### config.mk
export PLATFORM = sky130hd
export DESIGN_NAME = instr_encode_loader
export DESIGN_NICKNAME = d
export VERILOG_FILES = /design/src/rtl/instr_encode_loader.sv
export SDC_FILE = /design/constraint.sdc
export NUM_CORES = 1
export LEC_CHECK = 0
export ABC_AREA = 1
export CAP_MARGIN = 30
export CORE_ASPECT_RATIO = 0.6
export CORE_MARGIN = 10
export CORE_UTILIZATION = 30
export DETAILED_ROUTE_END_ITERATION = 7
export PLACE_DENSITY = 0.69
export REMOVE_ABC_BUFFERS = 1
export SYNTH_ARGS = -nofsm -noshare
export SYNTH_HDL_FRONTEND = slang
export SYNTH_SLANG_ARGS = --single-unit
### constraint.sdc
create_clock -name clk -period 1.6 [get_ports clk]
set_input_delay 0.48 -clock clk [delete_from_list [all_inputs] [get_ports clk]]
set_output_delay 0.48 -clock clk [all_outputs]
set_load 0.01 [all_outputs]
### src/rtl/instr_encode_loader.sv
// Program loader: encodes decoded instruction fields into MIPS words and streams them into
// instruction memory while holding the core in reset. Define NOP_PAD_EN to zero-fill after halt.
module instr_encode_loader #(
    parameter int DEPTH  = 64,
    parameter int ADDR_W = 6
) (
    input  logic              clk,
    input  logic              rst_n,
    input  logic              start,
    input  logic              in_valid,
    output logic              in_ready,
    input  logic [2:0]        in_kind,
    input  logic [2:0]        in_funct_sel,
    input  logic [4:0]        in_rs,
    input  logic [4:0]        in_rt,
    input  logic [4:0]        in_rd,
    input  logic [15:0]       in_imm,
    input  logic [25:0]       in_target,
    output logic              mem_we,
    output logic [ADDR_W-1:0] mem_addr,
    output logic [31:0]       mem_wdata,
    output logic [ADDR_W:0]   count,
    output logic              done,
    output logic              error,
    output logic              cpu_rst_n
);

`ifdef NOP_PAD_EN
    typedef enum logic [2:0] {S_IDLE, S_LOAD, S_PAD, S_DONE, S_ERR} state_t;
`else
    typedef enum logic [2:0] {S_IDLE, S_LOAD, S_DONE, S_ERR} state_t;
`endif

    localparam logic [ADDR_W:0] LAST_CNT = (ADDR_W+1)'(DEPTH - 1);
`ifdef NOP_PAD_EN
    localparam logic [ADDR_W:0] FULL_CNT = (ADDR_W+1)'(DEPTH);
`endif

    state_t              state_q, state_d;
    logic [ADDR_W:0]     count_q, count_d;
    logic                mem_we_q, mem_we_d;
    logic [ADDR_W-1:0]   mem_addr_q, mem_addr_d;
    logic [31:0]         mem_wdata_q, mem_wdata_d;

    logic [5:0]          funct;
    logic                funct_bad;
    logic                kind_bad;
    logic                is_halt;
    logic [31:0]         enc_word;

    // NOTE: every signal driven in always_comb gets a default first, so no path can infer a latch.
    always_comb begin
        funct     = 6'b000000;
        funct_bad = 1'b0;
        case (in_funct_sel)
            3'd0:    funct = 6'b100000;
            3'd1:    funct = 6'b100010;
            3'd2:    funct = 6'b101010;
            3'd3:    funct = 6'b011100;
            3'd4:    funct = 6'b100100;
            3'd5:    funct = 6'b100101;
            default: funct_bad = 1'b1;
        endcase
    end

    always_comb begin
        enc_word = 32'h0000_0000;
        kind_bad = 1'b0;
        is_halt  = 1'b0;
        case (in_kind)
            3'd0:    enc_word = {6'b100011, in_rs, in_rt, in_imm};
            3'd1:    enc_word = {6'b101011, in_rs, in_rt, in_imm};
            3'd2: begin
                enc_word = {6'b000000, in_rs, in_rt, in_rd, 5'b00000, funct};
                kind_bad = funct_bad;
            end
            3'd3:    enc_word = {6'b001000, in_rs, in_rt, in_imm};
            3'd4:    enc_word = {6'b000100, in_rs, in_rt, in_imm};
            3'd5:    enc_word = {6'b000010, in_target};
            3'd6:    is_halt  = 1'b1;
            default: kind_bad = 1'b1;
        endcase
    end

    always_comb begin
        state_d     = state_q;
        count_d     = count_q;
        mem_we_d    = 1'b0;
        mem_addr_d  = mem_addr_q;
        mem_wdata_d = mem_wdata_q;
        case (state_q)
            S_IDLE, S_DONE, S_ERR: begin
                if (start) begin
                    state_d = S_LOAD;
                    count_d = '0;
                end
            end
            S_LOAD: begin
                if (in_valid && in_ready) begin
                    if (kind_bad) begin
                        state_d = S_ERR;
                    end else if (is_halt) begin
`ifdef NOP_PAD_EN
                        state_d = (count_q == FULL_CNT) ? S_DONE : S_PAD;
`else
                        state_d = S_DONE;
`endif
                    end else begin
                        mem_we_d    = 1'b1;
                        mem_addr_d  = count_q[ADDR_W-1:0];
                        mem_wdata_d = enc_word;
                        count_d     = count_q + (ADDR_W+1)'(1);
                        if (count_q == LAST_CNT) state_d = S_DONE;
                    end
                end
            end
`ifdef NOP_PAD_EN
            // Zero words decode as sll $0,$0,0, i.e. a NOP for the core.
            S_PAD: begin
                mem_we_d    = 1'b1;
                mem_addr_d  = count_q[ADDR_W-1:0];
                mem_wdata_d = 32'h0000_0000;
                count_d     = count_q + (ADDR_W+1)'(1);
                if (count_q == LAST_CNT) state_d = S_DONE;
            end
`endif
            default: state_d = S_IDLE;
        endcase
    end

    // NOTE: sequential state uses non-blocking assignments so all registers update together.
    always_ff @(posedge clk) begin
        if (!rst_n) begin
            state_q     <= S_IDLE;
            count_q     <= '0;
            mem_we_q    <= 1'b0;
            mem_addr_q  <= '0;
            mem_wdata_q <= '0;
        end else begin
            state_q     <= state_d;
            count_q     <= count_d;
            mem_we_q    <= mem_we_d;
            mem_addr_q  <= mem_addr_d;
            mem_wdata_q <= mem_wdata_d;
        end
    end

    assign in_ready  = (state_q == S_LOAD);
    assign done      = (state_q == S_DONE);
    assign error     = (state_q == S_ERR);
    assign cpu_rst_n = (state_q == S_DONE);
    assign mem_we    = mem_we_q;
    assign mem_addr  = mem_addr_q;
    assign mem_wdata = mem_wdata_q;
    assign count     = count_q;

endmodule

# == After elaboration in Yosys (flattened, before gate mapping) ==
# Cells that the tools add are included.
# totals
word_cells,60
regBits,49
input_bits,67
output_inout_bits,50
# classes
n_bitwise,5
reduce_logical,12
muxes,17
addsub,1
eq_ne,20
# op_table
operator,n
32-bit one-hot mux with 6 select lines,1
6-bit one-hot mux with 6 select lines,1
7-bit two-way mux,4
"3-bit by 2-bit == test with 1-bit output, second input constant",6
"3-bit == test, second input constant",5
3-bit two-way mux,5
7-bit one-hot mux with 2 select lines,1
6-bit OR reduction,2
"3-bit by 1-bit == test with 1-bit output, second input constant",3
3-bit zero test,3
"7-bit by 1-bit adder with 7-bit output, second input constant",1
"7-bit by 6-bit == test with 1-bit output, second input constant",1
"2-bit inequality test, second input constant",3
3-bit one-hot mux with 2 select lines,1
1-bit inverter,5
5-bit AND reduction,1
"4-bit by 1-bit inequality test with 1-bit output, second input constant",1
4-bit AND reduction,1
4-bit OR reduction,1
1-bit two-way mux,3
3-bit AND reduction,1
3-bit OR reduction,1
"2-bit by 1-bit inequality test with 1-bit output, second input constant",1
1-bit one-hot mux with 2 select lines,1
2 further kinds,2

# == Logic depth before layout (Yosys ltp) ==
# Gate-level depths: netlist (run 1).
# depth
word_depth,7
ltp_mapped,10
mapped_depth_nobuf,10

# == Least setup slack after synthesis (run 1) ==
# OpenSTA, ideal clock, no wires.
# synth_timing
kind,input to register
from,in in_kind[0]
to,reg mem_addr_q[3] (netlist: mem_addr[3])
required_ps,1468
n_path_buf,1
stages,9
slack_ps,175
arrival_ps,1293
setup_time_ps,132
path_cell_list,inv_1 > nand2_1 > nor2_4 > nand2_2 > nand3_4 > inv_2 > buf_4 > nand2_1 > a21oi_1
# synth_via
elab_chain_cells,5
elab_cells_between_ends,13
cone_classes,eq/ne: 6; mux: 2; bitwise: 2; reduce/logical: 3
# synth_rtl
element,line_no,text
"start, declared",12,"input logic [2:0] in_kind,"
3-bit == test (tied with other cells),70,case (in_kind)
6-bit OR reduction (no source line),n/a,
1-bit one-hot mux with 2 select lines,70,
1-bit inverter (no source line),n/a,
4-bit AND reduction (no source line) (*),n/a,
"end signal, assigned",143,mem_addr_q <= mem_addr_d;
"end, declared",42,"logic [ADDR_W-1:0] mem_addr_q, mem_addr_d;"
# Every way passes the cells marked *; elsewhere a longest branch is shown, timed or not.
# A chain may end at the register's enable or synchronous reset.

# == Worst setup path after layout (run 1) ==
# layout_timing
from,in in_valid
to,reg mem_wdata_q[15] (netlist: mem_wdata[15])
# layout_via
elab_chain_cells,2
# layout_rtl
element,line_no,text
"start, declared",10,"input logic in_valid,"
1-bit logical AND,99,if (in_valid && in_ready) begin
4-bit AND reduction (no source line),n/a,
"end signal, assigned",144,mem_wdata_q <= mem_wdata_d;
"end, declared",43,"logic [31:0] mem_wdata_q, mem_wdata_d;"
# No other way between the ends.

==> flow_summary_export.csv, run 1 <==
group,metric,value,unit
status,status,"completed",
timing,fin_crit_sh,0.956,
detailed_routing,first_pass_iters,4,
detailed_routing,wire_per_inst,13.7,µm
synth,yosysTopAreaCell,"dfxtp_1",
global_routing,first_global_vias,2740,
synth,mappedNetlistArea,2300,µm²
placement,portBuffers,115,
clock_tree,clkLatencyLatePin,0.29,ns
detailed_routing,drt_iter0_drc,146,
clock_tree,numCtsBuffers,5,
detailed_routing,routed_via_density,4.50,
synth,yosysTopAreaCellShare,0.401,
detailed_routing,drc,0,
cells_and_area,final_nets,566,
synth,async_flop_share,0,
die,io_pins,117,
synth,syn_inst,359,
timing,setup_viol,0,
worst_setup_path,crit_family,"buffers and inverters",
cells_and_area,drive_above_1_share,0.128,
clock_tree,clock_sinks,46,
placement,place.gp.congestion,0.832,
synth,synth_area_per_cell,6.40,µm²
synth,synth_warnings,0,
cells_and_area,utilization,0.542,
clock_tree,cts-root-buf,"clkbuf_16",
clock_tree,path_clk_slew,0.07,ns
die,num_rows,24,
synth,ys_seq_elements,46,
timing,fin_skew,0.00523,ns
pwr,power,0.00291,W
detailed_routing,routed_wl,8.27,mm
detailed_routing,drtAntennaViolNets,0,
die,die_y,87.8,µm
synth,ys_types,24,
worst_setup_path,cp-start-kind,"input port",
worst_setup_path,end_kind,"flop",
die,dieArea,11700,µm²
timing,min_period,1.53,ns
pwr,power.density,731,nW/µm²
worst_setup_path,path_cells,"clkdlybuf4s50_1, inv_1, nor2_4, nand3_4, inv_6, clkbuf_16, nand2_1, a21oi_1",
synth,synthTopCellsByArea,"dfxtp_1 (40%), nand2_1 (26%), a21oi_1 (8.5%)",
worst_setup_path,cp.required,1.81,ns
hold_path,hold_path_class,"reg2reg",
timing,hold_viol,0,
pwr,leakagePower,1.87,nW
synth,yosysSeqAreaShare,0.401,
global_routing,grt_pass1_wl,13.4,mm
run,max_cap_violations,0,
worst_setup_path,critical_path_class,"in2reg",
die,die_w,133,µm
timing,fmax,0.653,GHz
timing,rsz0062_at_grt,"yes",
global_routing,grt_start_max_net_pins,24,
placement,dpl.hpwl,6.55,mm
die,start_util,0.312,
worst_setup_path,arrival,1.74,ns
worst_setup_path,critPathBufInv,4,
cells_and_area,area_delta_synth_final,73.5,%
worst_setup_path,critPathMaxStageDelay,0.45,ns
global_routing,track_usage,0.139,
timing,slew_viol_final,0,
clock_tree,htreeDepth,2,
global_routing,antenna_found_initial,1,
detailed_routing,vias,2715,
clock_tree,tritoncts,"yes",
timing,whs,0.459,ns
global_routing,overflow,0,
clock_tree,cts_setup_buffers,0,
clock_tree,ctsHoldBuffers,0,
die,core-area,7360,µm²
clock_tree,clk_path_buf_depth,2,
synth,synth_edf_count,0,
pwr,ir_drop,0.000395,V
worst_setup_path,slowest_stage,"clkdlybuf4s50_1",
synth,ys.flop_type,"dfxtp_1",
worst_setup_path,worst-path-max-fanout,10,
## layout make-up
cell class	count	area, µm²
Sequential cell	46	926
Multi-Input combinational cell	274	1220
Timing Repair Buffer	151	1460
Clock buffer	5	125
Antenna cell	1	2.50
Fill cell	740	3370
Tap cell	104	130
Clock inverter	3	40.0
Inverter	20	80.1
## registers in the layout, indices dropped and copies added (netlist names)
register / flops
mem_wdata: 30
mem_addr: 6
mem_we: 1
count: 7
state_q: 2
## cells in the mapped netlist (2+ instances only)
cell type,n
clkbuf_1,5
nand2_1,162
nor3_1,2
a21oi_1,39
nand3_1,19
buf_4,11
nor2_4,2
nor2_1,21
buf_2,3
o21ai_0,19
inv_1,18
dfxtp_1,46
## cells by family (layout without fill, tap and decap cells)
logic type / count (synthesis) / after routing / share of synthesized area
other: 1 / 2 / 0.00163
buffers and inverters: 39 / 179 / 0.0833
adders and majority gates: 1 / 1 / 0.00544
and+or+nand+nor: 210 / 210 / 0.370
AOI/OAI and AO/OA: 60 / 60 / 0.131
DFF: 46 / 46 / 0.401
xor gates and xnor gates: 2 / 2 / 0.00762
## worst reg2reg max path, delay by kind of cell (launching register included)
family	cells	cell delay, ns
buffers and inverters	4	0.55
AND/OR/NAND/NOR	4	0.42
flip-flops	1	0.31
AO/OA/AOI/OAI	1	0.11
## per-layer routing
layer  GRT usage  vias up  routed length, µm
met5           0        -                  0
met4      0.0179        0                 29
met3      0.0646        6                831
met2       0.231       92               3650
met1       0.166     1205               3760
li1            -     1412                  -
## metrics by stage
| step | setup WS, ns | std cells | cell area [µm²] | setup TNS [ns] |
|---|---|---|---|---|
| global placement | -0.382 | 594 | 3790 | -15.27 |
| global route | -0.0121 | 604 | 3990 | -0.0121 |
| detailed placement | -0.449 | 594 | 3790 | -17.80 |
| floorplan | -0.181 | 340 | 2180 | -4.60 |
| finish | 0.0696 | 604 | 3990 | 0 |
| CTS | 0.0227 | 602 | 3920 | 0 |
## where the power goes
group	switching [W]	internal, W	total, W
Combinational	0.000249	0.000305	0.000554
Clock	0.000436	0.000731	0.00117
Sequential	0.0000179	0.00118	0.00119
## what timing repair did
action	CTS	global route
resized for setup	64	22
endpoints found under the setup margin	91	45
pin swaps	1	0
cloned	0	1
## cells in the final DEF (no fill, tap or decap), types with 16 or more instances in the layout
cell type        Yosys  final
o21ai_0             19     16
a21oi_1             39     36
buf_4               11     27
nand3_1             19     19
inv_1               18     18
dlygate4sd2_1        0     47
nand2_1            162    159
nor2_1              21     20
clkdlybuf4s50_1      0     61
dfxtp_1             46     44
## worst paths after layout
check	start	endpoint	slack [ns]	cells past startpoint
hold / removal	mem_wdata[8]	mem_wdata[8]	0.46	2
hold reg to reg	mem_wdata[8]	mem_wdata[8]	0.46	2
setup / recovery	in_valid	mem_wdata[15]	0.07	8
setup reg to reg	state_q[1]	mem_wdata[15]	0.15	9
Power figures use the tool's default switching activity.
==> inputs of run 2 (changes only) <==
- ABC_AREA: 1 -> default
- ABC_CLOCK_PERIOD_IN_PS: default -> 1600
- PLACE_DENSITY: 0.69 -> 0.68
==> run 2 against run 1 <==
  * Final cell count decreased by 8.3%
  * Sequential cell count unchanged
  * Die area rose by 3.6%
  * Sequential share of layout area down 0.93 points
  * Wire length is 18% higher
  * Core utilization shrank 0.87 points
  * Critical endpoint is now cpu_rst_n
  * Largest cell class unchanged
  * Clock power down 10%
  * Area after synthesis grew 4.4%
  * Critical path depth is 6 lower
==> flow_summary_export.csv, run 2 <==
group,metric,value,unit
status,status,"completed",
global_routing,grt_pass1_wl,15.1,mm
detailed_routing,vias,2819,
timing,fin_setup_tns,0,ns
pwr,power.internal,0.00218,W
cells_and_area,layout_commonest_cell,"clkdlybuf4s50_1",
synth,yosysTopAreaCellShare,0.384,
worst_setup_path,critPathMaxStageDelay,0.36,ns
synth,syn_inst,301,
pwr,pwr-share-seq,0.412,
synth,ys.flop_type,"dfxtp_1",
clock_tree,clk_path_buf_depth,2,
placement,place.gp.congestion,0.847,
pwr,power.density,703,nW/µm²
pwr,power,0.00293,W
synth,synth_warnings,0,
worst_setup_path,worst-path-max-fanout,6,
worst_setup_path,cp-start-kind,"flop",
global_routing,track_usage,0.155,
cells_and_area,regArea,930,µm²
timing,fin_crit_sh,0.990,
timing,fin_skew,0.00330,ns
clock_tree,ctsHoldBuffers,0,
detailed_routing,drt_iter0_drc,154,
timing,fmax,0.631,GHz
synth,yosysTopAreaCell,"dfxtp_1",
synth,ys_seq_elements,46,
pwr,ir_drop,0.000527,V
worst_setup_path,critical_path_class,"reg2out",
die,dieArea,12100,µm²
synth,synthTopCellsByArea,"dfxtp_1 (38%), a21oi_1 (11%), a221oi_1 (5.1%)",
cells_and_area,area_delta_synth_final,73.8,%
detailed_routing,wire_per_inst,17.7,µm
global_routing,overflow,0,
cells_and_area,layout.filler_cells,766,
die,num_rows,25,
die,core-area,7820,µm²
detailed_routing,routed_via_density,5.09,
cells_and_area,largest_reg_flops,30,
cells_and_area,layout_common_cells,"clkdlybuf4s50_1 (60), a21oi_1 (53), dlygate4sd2_1 (52)",
synth,yosysSeqAreaShare,0.384,
pwr,clock_power_share,0.356,
timing,hold_viol,0,
cells_and_area,drive_above_1_share,0.184,
worst_setup_path,arrival,1.10,ns
synth,mappedNetlistArea,2400,µm²
timing,rsz0062_at_grt,"yes",
worst_setup_path,slowest_stage,"dfxtp_4",
global_routing,grt_start_max_net_pins,32,
worst_setup_path,cp.required,1.12,ns
clock_tree,tritoncts,"yes",
die,start_util,0.307,
cells_and_area,multi_input_area,1360,µm²
synth,synth_common_cells,"a21oi_1 (55), dfxtp_1 (46), nand2_1 (28), o21ai_0 (21)",
synth,synth_most_common_cell,"a21oi_1",
pwr,swShare,0.257,
placement,portBuffers,115,
die,die_y,89.3,µm
run,max_cap_violations,0,
pwr,leakagePower,1.84,nW
clock_tree,htreeDepth,2,
detailed_routing,drc,0,
die,die_w,135,µm
clock_tree,numCtsBuffers,5,
clock_tree,clock_sinks,46,
worst_setup_path,end_kind,"output port",
placement,dpl.hpwl,7.44,mm
synth,async_flop_share,0,
detailed_routing,drtAntennaViolNets,0,
global_routing,antenna_found_initial,0,
worst_setup_path,critPathBufInv,1,
global_routing,first_global_vias,2871,
detailed_routing,first_pass_iters,4,
timing,setup_viol,0,
clock_tree,clkLatencyLatePin,0.28,ns
detailed_routing,routed_wl,9.78,mm
timing,slew_viol_final,0,
clock_tree,path_clk_slew,0.06,ns
timing,min_period,1.58,ns
cells_and_area,n_antenna_cell,0,
synth,ys_types,45,
worst_setup_path,path_cells,"and2b_1, dlygate4sd2_1",
die,io_pins,117,
synth,synth_edf_count,0,
hold_path,hold_path_class,"reg2reg",
clock_tree,cts-root-buf,"clkbuf_16",
pwr,switching_power,0.000755,W
pwr,pwr-share-comb,0.232,
cells_and_area,final_nets,513,
worst_setup_path,crit_family,"flip-flops",
synth,synth_area_per_cell,7.97,µm²
## run 2: cell types whose count changed after synthesis, moves of 4 or more
| cell | previous run | this run |
|---|---|---|
| a21oi_1 | 39 | 55 |
| nor2_1 | 21 | 8 |
| a221oi_1 | 0 | 14 |
| buf_2 | 3 | 7 |
| nand2b_1 | 0 | 12 |
| clkbuf_1 | 5 | 16 |
| buf_4 | 11 | 7 |
| and3_1 | 0 | 5 |
| o32ai_1 | 0 | 6 |
| inv_1 | 18 | 6 |
| nand2_1 | 162 | 28 |
| a22oi_1 | 0 | 7 |
| a22o_1 | 0 | 5 |
## run 2: power groups by stage
stage	Sequential, W	Clock, W	Combinational, W
6_report	0.00121	0.00105	0.000680
5_1_grt	0.00121	0.00111	0.000738
4_1_cts	0.00121	0.00106	0.000650
3_5_place_dp	0.00124	0	0.000652
3_3_place_gp	0.00123	0	0.000647
2_1_floorplan	0.00125	0	0.000189
## run 2: logic make-up after synthesis
kind of cell    synth area share
other cells              0.00156
buf+inv                   0.0725
flops                      0.384
simple gates               0.208
xor+xnor                  0.0146
fa+ha+maj                0.00521
compound gates             0.314
## run 2: area by class of cell
cell class / count / share of cell area
timing repair buffer: 168 / 0.378
multi-input combinational: 218 / 0.326
sequential: 46 / 0.223
clock buffer: 7 / 0.0342
tap: 108 / 0.0324
inverter: 6 / 0.00540
clock inverter: 1 / 0.00120
## run 2: what timing repair did
action                                 in CTS  in global routing
buffers inserted                            9                  3
pin swaps                                   4                  1
setup endpoints to repair                  95                 33
gates resized for setup                    72                 19
endpoints found under the hold margin       0                  0
cloned                                      0                  1
## run 2: stage by stage
step / instance area [µm²] / hold slack, ns / utilization / setup WS (ns) / cells
after floorplan: 2250 / 0.476 / - / -0.629 / 270
after global placement: 3870 / 0.444 / 0.495 / -0.610 / 533
after detailed placement: 3870 / 0.448 / 0.495 / -0.646 / 533
after CTS: 4070 / 0.454 / 0.520 / 0.00303 / 550
after global routing: 4170 / 0.485 / 0.533 / -0.0214 / 554
final: 4170 / 0.451 / 0.533 / 0.0156 / 554
## run 2: routing by layer
| layer | share of wire | vias up | global-route usage |
|---|---|---|---|
| met2 | 0.41 | 110 | 0.233 |
| li1 | - | 1402 | - |
| met5 | 0 | - | 0 |
| met3 | 0.12 | 6 | 0.0735 |
| met4 | 0.0048 | 0 | 0.0195 |
| met1 | 0.47 | 1301 | 0.203 |
## run 2: path summary, 6_finish.rpt
path | startpoint | endpoint | slack (ns) | cells past startpoint
setup / recovery | state_q[0] | cpu_rst_n | 0.02 | 2
hold / removal | mem_addr[2] | mem_addr[2] | 0.45 | 2
setup reg to reg | state_q[1] | mem_wdata[1] | 0.06 | 7
hold reg to reg | mem_addr[2] | mem_addr[2] | 0.45 | 2
## run 2: worst reg2reg max path: stages, from the launching register on
cell     delay [ns]
dfxtp_2        0.34
and3b_2        0.25
buf_6          0.11
nand3_4        0.09
buf_8          0.14
buf_4          0.14
and3_1         0.17
a41o_1         0.19
==> inputs of run 3 (changes only) <==
- CTS_BUF_LIST: default -> sky130_fd_sc_hd__clkbuf_4 sky130_fd_sc_hd__clkbuf_8
==> run 3 against run 2 <==
  * Sequential share of layout area is 0.61 points higher
  * Final cell count decreased by 0.18%
  * Clock skew is 0.00058 ns lower
  * Final area shrank 2.7%
  * Critical path depth up 5
  * Non-clock buffer count is 1 lower
  * Sequential cell count unchanged
  * Maximum frequency increased by 2.1%
  * Register-to-register slack hardly changed
  * Critical path type is now reg2reg
  * Count of clock-buffer cells in the layout unchanged
  * Core utilization decreased by 1.4 points
  * Global-route usage is 0.097 points higher
  * Highest routed layer unchanged
==> flow_summary_export.csv, run 3 (synthesized netlist as in run 2, its figures left out) <==
group,metric,value,unit
cells_and_area,area_delta_synth_final,69.2,%
pwr,power,0.00264,W
timing,fmax,0.645,GHz
clock_tree,path_clk_slew,0.09,ns
placement,place.gp.congestion,0.847,
pwr,swShare,0.273,
placement,place_ws,-0.646,ns
worst_setup_path,cp_common_cell,"buf_6",
cells_and_area,drive_above_1_share,0.189,
worst_setup_path,critPathMaxStageDelay,0.35,ns
die,die_y,89.3,µm
pwr,power.density,649,nW/µm²
die,num_rows,25,
placement,portBuffers,115,
worst_setup_path,slowest_stage,"dfxtp_2",
pwr,clock_power_share,0.290,
detailed_routing,vias,2835,
timing,fin_skew,0.00272,ns
timing,setup_viol,0,
global_routing,track_usage,0.156,
detailed_routing,drc,0,
pwr,leakagePower,1.79,nW
clock_tree,tritoncts,"yes",
cells_and_area,layout_common_cells,"clkdlybuf4s50_1 (60), a21oi_1 (54), dlygate4sd2_1 (50)",
clock_tree,clk_path_buf_depth,2,
worst_setup_path,cp.required,1.79,ns
worst_setup_path,critPathBufInv,3,
timing,rsz0062_at_grt,"yes",
detailed_routing,drtAntennaViolNets,0,
clock_tree,clkLatencyLatePin,0.29,ns
cells_and_area,layout.filler_cells,787,
global_routing,first_global_vias,2880,
detailed_routing,routed_wl,9.71,mm
cells_and_area,layout_commonest_cell,"clkdlybuf4s50_1",
worst_setup_path,end_kind,"flop",
timing,fin_ws,0.0487,ns
status,status,"completed",
worst_setup_path,worst-path-max-fanout,6,
die,start_util,0.307,
run,max_cap_violations,0,
die,die_w,135,µm
timing,slew_viol_final,0,
die,io_pins,117,
worst_setup_path,cp-start-kind,"flop",
clock_tree,htreeDepth,2,
clock_tree,cts-root-buf,"clkbuf_8",
global_routing,antenna_found_initial,0,
clock_tree,clock_sinks,46,
pwr,pwr-share-comb,0.252,
pwr,switching_power,0.000720,W
detailed_routing,wire_per_inst,17.6,µm
placement,dpl.hpwl,7.44,mm
worst_setup_path,arrival,1.74,ns
die,core-area,7820,µm²
detailed_routing,first_pass_iters,4,
cells_and_area,final_nets,512,
global_routing,grt_pass1_wl,15.2,mm
timing,hold_viol,0,
detailed_routing,drt_iter0_drc,178,
worst_setup_path,path_cells,"and3b_2, buf_6, nand3_4, buf_8, buf_6, and3_1, a41o_1",
timing,fin_crit_sh,0.970,
global_routing,grt_start_max_net_pins,32,
global_routing,overflow,0,
die,dieArea,12100,µm²
pwr,pwr-share-seq,0.458,
pwr,power.internal,0.00192,W
detailed_routing,routed_via_density,5.13,
hold_path,hold_path_class,"reg2reg",
worst_setup_path,crit_family,"simple AND/OR/NAND/NOR gates",
cells_and_area,largest_reg_flops,30,
worst_setup_path,critical_path_class,"reg2reg",
clock_tree,numCtsBuffers,5,
cells_and_area,n_antenna_cell,0,
timing,min_period,1.55,ns
pwr,ir_drop,0.000339,V
## run 3: layout make-up
cell class              instances  area, µm²  share of cell area
repair buffers                167       1540               0.378
multi-input cells             218       1340               0.330
flip-flops and latches         46        930               0.229
well taps                     108        135              0.0333
clock buffers                   7       90.1              0.0222
inverters                       6       22.5             0.00555
clock inverters                 1       5.00             0.00123
## run 3: worst paths after layout
check	startpoint	to	slack (ns)	cells past startpoint
min reg2reg	mem_addr[2]	mem_addr[2]	0.46	2
min	mem_addr[2]	mem_addr[2]	0.46	2
max reg2reg	state_q[1]	mem_wdata[1]	0.05	7
max	state_q[1]	mem_wdata[1]	0.05	7
## run 3: worst reg2reg max path, stage by stage, from the launching register on
cell and delay [ns]:
dfxtp_2 0.35, and3b_2 0.28, buf_6 0.12, nand3_4 0.09
buf_8 0.14, buf_6 0.11, and3_1 0.17, a41o_1 0.20
## run 3: metal layers
| metal | vias up | GRT usage | part of all wire |
|---|---|---|---|
| met5 | - | 0 | 0 |
| met4 | 0 | 0.0195 | 0.0047 |
| met1 | 1311 | 0.205 | 0.47 |
| met2 | 123 | 0.234 | 0.41 |
| li1 | 1397 | - | - |
| met3 | 4 | 0.0735 | 0.12 |
## run 3: per-stage QoR
stage               setup TNS (ns)  cells  hold WS, ns  cell area [µm²]  utilization
floorplan                   -14.50    270        0.476             2250            -
global placement            -22.09    533        0.444             3870        0.495
detailed placement          -24.07    533        0.448             3870        0.495
CTS                              0    550        0.457             4020        0.514
global route              -0.00446    553        0.489             4060        0.519
finish                           0    553        0.455             4060        0.519
## run 3: repair_timing
action                                  CTS  global route
gates cloned                              0             0
setup buffers                             9             3
hold buffers                              0             0
endpoints found under the hold margin     0             0
resized for setup                        77            13
pin swaps                                 3             2
endpoints found under the setup margin   95            18
## run 3: power by group through the flow
stage | clock network (W) | logic [W] | registers, W
floorplan | 0 | 0.000189 | 0.00125
global placement | 0 | 0.000647 | 0.00123
detailed placement | 0 | 0.000652 | 0.00124
CTS | 0.000782 | 0.000650 | 0.00121
global route | 0.000824 | 0.000724 | 0.00121
finish | 0.000764 | 0.000664 | 0.00121
